--- config.mk ---
export PLATFORM = sky130hd
export DESIGN_NAME = shifter_arbiter
export DESIGN_NICKNAME = d
export VERILOG_FILES = /design/src/rtl/shift_pkg.sv /design/src/rtl/shift_unit.sv /design/src/rtl/shifter_arbiter.sv
export SDC_FILE = /design/constraint.sdc
export NUM_CORES = 1
export LEC_CHECK = 0
export BUFFER_PORTS_ARGS = -buffer_cell sky130_fd_sc_hd__buf_2
export CORE_ASPECT_RATIO = 1.2
export CORE_MARGIN = 3
export CORE_UTILIZATION = 50
export DETAILED_ROUTE_END_ITERATION = 16
export PLACE_DENSITY = 0.78
export SKIP_CTS_REPAIR_TIMING = 1
export SLEW_MARGIN = 40
export SYNTH_ARGS = -nofsm -noshare
export SYNTH_HDL_FRONTEND = slang
export SYNTH_HIERARCHICAL = 1
export SYNTH_SLANG_ARGS = --single-unit
export TNS_END_PERCENT = 100
--- constraint.sdc ---
create_clock -name clk -period 4.1 [get_ports clk]
set_clock_uncertainty 0.1 [all_clocks]
set_input_delay 0.41 -clock clk [delete_from_list [all_inputs] [get_ports clk]]
set_output_delay 0.41 -clock clk [all_outputs]
set_load 0.005 [all_outputs]
--- src/rtl/shift_pkg.sv ---
// Shared types and reference shift helpers for the shifter datapath.
// Used by the shift unit and the shifter arbiter.
package shift_pkg;

    localparam int N       = 32;
    localparam int SHAMT_W = $clog2(N);

    typedef enum logic [1:0] {
        SHIFT_SLL  = 2'b00,
        SHIFT_SRL  = 2'b01,
        SHIFT_SRA  = 2'b10,
        SHIFT_PASS = 2'b11
    } shift_op_t;

    typedef struct packed {
        shift_op_t          op;
        logic [N-1:0]       in;
        logic [SHAMT_W-1:0] shamt;
    } shift_req_t;

    function automatic logic [N-1:0] shift_left_logical(
        input logic [N-1:0]       a,
        input logic [SHAMT_W-1:0] s
    );
        return a << s;
    endfunction

    function automatic logic [N-1:0] shift_right_logical(
        input logic [N-1:0]       a,
        input logic [SHAMT_W-1:0] s
    );
        return a >> s;
    endfunction

    function automatic logic [N-1:0] shift_right_arithmetic(
        input logic [N-1:0]       a,
        input logic [SHAMT_W-1:0] s
    );
        return $unsigned($signed(a) >>> s);
    endfunction

endpackage

--- src/rtl/shift_unit.sv ---
// Combinational 32-bit shifter: SLL, SRL, SRA, or pass-through.
// Reserved op passes the operand through untouched.
module shift_unit
    import shift_pkg::*;
(
    input  logic [N-1:0]       in,
    input  logic [SHAMT_W-1:0] shamt,
    input  shift_op_t          op,
    output logic [N-1:0]       out
);

    // Select the shifted value for the requested op
    always_comb begin
        out = in;
        unique case (op)
            SHIFT_SLL:  out = shift_left_logical(in, shamt);
            SHIFT_SRL:  out = shift_right_logical(in, shamt);
            SHIFT_SRA:  out = shift_right_arithmetic(in, shamt);
            SHIFT_PASS: out = in;
            default:    out = in;
        endcase
    end

endmodule

--- src/rtl/shifter_arbiter.sv ---
// Two-requester round-robin front end for one shared shift unit.
// Result is registered and held, tagged with its requester id.
module shifter_arbiter
    import shift_pkg::*;
(
    input  logic                    clk,
    input  logic                    rst,
    input  logic [1:0]              req_valid,
    output logic [1:0]              req_ready,
    input  logic [1:0][1:0]         req_op,
    input  logic [1:0][N-1:0]       req_in,
    input  logic [1:0][SHAMT_W-1:0] req_shamt,
    output logic                    resp_valid,
    input  logic                    resp_ready,
    output logic [N-1:0]            resp_out,
    output logic                    resp_id
);

    typedef logic [0:0] arb_state_t;
    localparam arb_state_t S_IDLE = 1'b0;
    localparam arb_state_t S_FULL = 1'b1;

    arb_state_t state;
    logic       last_grant;
    logic [1:0] grant;
    logic       can_accept;
    logic       sel;
    logic       req_hs;
    logic       resp_hs;
    shift_req_t cur;
    logic [N-1:0] shift_res;

    // Round-robin grant: contention goes to the requester that did not win last
    always_comb begin
        grant = 2'b00;
        unique case (1'b1)
            (req_valid == 2'b11): grant = last_grant ? 2'b01 : 2'b10;
            (req_valid == 2'b01): grant = 2'b01;
            (req_valid == 2'b10): grant = 2'b10;
            default:              grant = 2'b00;
        endcase
    end

    assign can_accept = (state == S_IDLE) || resp_ready;
    assign req_ready  = (rst && can_accept) ? grant : 2'b00;
    assign req_hs     = |(req_valid & req_ready);
    assign resp_valid = (state == S_FULL);
    assign resp_hs    = resp_valid && resp_ready;
    assign sel        = grant[1];

    // Steer the granted requester's operands into the shared shifter
    always_comb begin
        cur.op    = shift_op_t'(req_op[sel]);
        cur.in    = req_in[sel];
        cur.shamt = req_shamt[sel];
    end

    shift_unit u_shift (
        .in    (cur.in),
        .shamt (cur.shamt),
        .op    (cur.op),
        .out   (shift_res)
    );

    // Output register and FSM: load on request, drain on response
    always_ff @(posedge clk) begin
        if (!rst) begin
            state      <= S_IDLE;
            resp_out   <= '0;
            resp_id    <= 1'b0;
            last_grant <= 1'b1;
        end else if (req_hs) begin
            state      <= S_FULL;
            resp_out   <= shift_res;
            resp_id    <= sel;
            last_grant <= sel;
        end else if (resp_hs) begin
            state      <= S_IDLE;
        end
    end

endmodule

==> results_dict.tcl <==
set metrics [dict create \
    floorplan.io_pins 119 \
    worst_ep_required_time_ns 4.15 \
    drc_errors 0 \
    grt_usage_pct 39.2 \
    synth.area.top_cells "mux4_2 17%, mux2_2 11%, dfxtp_1 10%" \
    crit_path_start_kind "flip-flop" \
    numCtsBuffers 5 \
    clk_path_buf_depth 2 \
    worstSetupEndpointType "flip-flop" \
    synth_edf_count 0 \
    synth_top_area_cell "mux4_2" \
    ff2ff_path_depth 11 \
    outcome "complete, no violations" \
    highest_layer "met4" \
    root_buffer "clkbuf_16" \
    die_w_um 114 \
    antenna_found_initial 0 \
    wl_met2_mm 13.7 \
    synth-main-ff-cell "dfxtp_1" \
    whs_path_depth 2 \
    hp-class "reg2reg" \
    grt_pass1_wl_mm 46.4 \
    cts_sinks 35 \
    drv_cap 0 \
    gp_congestion 1.06 \
    drt_pass1_iterations 6 \
    ir_drop_mv 0.336 \
    reg2reg_from "last_grant" \
    ant_nets 0 \
    async_flop_share_pct 0 \
    drive_gt1_share_pct 34.4 \
    synth.cell_area_um2 6990 \
    path_clk_slew_ns 0.05 \
    insertion_delay_ns 0.27 \
    relSlewSlack_pct 51.7 \
    die_y_um 136 \
    cts_tree "done" \
    ys_warn_count 6 \
    synth_cells 856 \
    start_util_pct 51.9 \
    syn_nets 939 \
    grt_max_degree 37 \
    fp-row-count 46 \
    worst_pin_slew_ns 0.718 \
    finalHoldViolations 0 \
    finalCritPeriodShare_pct 88.8 \
    worstHoldEndpoint "resp_out[13]" \
    synth_top_area_share_pct 16.8 \
    first_global_vias 7568 \
    hold_slack_ns 0.341 \
    rr_endpoint "resp_out[23]" \
    yosysUniqueCellTypes 75 \
    rsz0062_at_grt "no" \
    synth-seq-cells 35 \
    p_leak_nw 3.19 \
    core_um2 13500 \
    report.final.slew_viol_count 0 \
    routed_wl_mm 30.7 \
    crit_type "reg2reg" \
    overflow 0 \
    min_period_ns 3.64 \
    reg2reg_slack_ns 0.46 \
    fmax_mhz 275 \
    cp.arrival_ns 3.69 \
    detail_route.wl_per_cell_um 27.9 \
    nets 1015 \
    wl_met3_mm 3.40 \
    port-buffer-count 118 \
    synthTopCellsByCount "115 x nand2_1, 69 x mux2_2, 64 x nor2_1" \
    wirelength_met1_mm 11.3 \
    vias 7918 \
    syn_to_final_growth_pct 11.8 \
    synth_seq_area_share_pct 10.0 \
    antenna_cells 0 \
    setup_tns_ns 0 \
    die-area_um2 15400 \
    syn_avg_cell_area_um2 8.17 \
    post-synth-top-count-cell "nand2_1" \
    worstPathMaxFanout 14 \
    finalSetupViolCount 0 \
    drt_iter0_drc 1168 \
    hpwl_mm 23.4 \
    ctsHtreeMaxLevel 2 \
    worstHoldStart "resp_out[13]" \
    p_per_area_nw_per_um2 295 \
    via_per_inst 7.19 \
]
==> flip-flops by register name, summed over array words and instances (netlist names) <==
signal and count:
resp_valid 1, resp_out 32, last_grant 1, resp_id 1
==> cell usage in the layout, fill, tap and decap left out, drive strengths merged, types with 5 or more instances in the layout <==
cell     count
a2111oi      6
a211o        5
a211oi       8
a21oi       38
a221oi       6
a222oi       6
a22oi       16
a31oi        7
and3         8
buf        183
clkbuf       7
dfxtp       35
inv         11
mux2        69
mux2i       37
mux4        64
nand2      115
nand2b       9
nand3       23
nand4       35
nor2        64
nor2b       11
nor3        16
nor3b        5
o211ai      14
o21ai       48
o22ai        9
o32ai        7
==> per-stage QoR <==
stage                     util [%]  setup slack, ns  total power [mW]  std cells  instance area (um^2)
final                         58.1            0.459              2.31       1101                  7820
after detailed placement      57.0            0.330              1.90       1093                  7680
after global routing          58.1            0.344              2.42       1101                  7820
after global placement        57.0            0.312              1.91       1093                  7680
after CTS                     58.1            0.530              2.26       1101                  7820
after floorplan                  -             1.05              1.42        856                  6990
==> where the power goes <==
part	total, mW	switching (mW)	internal, mW
Clock	0.350	0.126	0.224
Sequential	0.412	0.0234	0.389
Combinational	1.54	0.919	0.624
==> worst max-delay path, cell delays in order, from the launching register on <==
cell      delay, ns
dfxtp_1        0.35
a21boi_4       0.37
buf_4          0.30
buf_4          0.20
mux2_2         0.45
mux4_1         0.70
mux2i_1        0.35
nor2_1         0.09
a211o_1        0.27
a21o_1         0.17
nand4_1        0.08
o21ai_1        0.08
==> how the worst max path moves through the flow <==
stage                  from  cells past startpoint      endpoint
6_report         last_grant                     11  resp_out[23]
5_1_grt          last_grant                     11   resp_out[3]
4_1_cts          last_grant                     11  resp_out[23]
3_5_place_dp   req_valid[0]                     12  resp_out[23]
3_3_place_gp   req_valid[0]                     12  resp_out[23]
2_1_floorplan  req_valid[1]                     13   resp_out[0]
==> routing by layer <==
layer,vias to the layer above,global-route usage (%)
li1,3461,-
met1,3645,50.3
met2,668,62.2
met3,144,6.34
met4,0,22.8
met5,-,0
==> cells by family after synthesis <==
kind of cell / Yosys count / share of synthesized area (%)
mux: 170 / 37.7
xor+xnor: 2 / 0.251
buf+inv: 125 / 9.88
simple gates: 310 / 21.0
compound gates: 214 / 21.2
flops: 35 / 10.0
==> final cells by class <==
type / instances / area (um^2)
Clock buffer: 7 / 133
Timing Repair Buffer: 183 / 1120
Inverter: 11 / 41.3
Sequential cell: 35 / 701
Fill cell: 1273 / 5650
Tap cell: 168 / 210
Multi-Input combinational cell: 696 / 5610
Clock inverter: 1 / 5.00
Note: power is estimated with default switching activity, not from simulation.
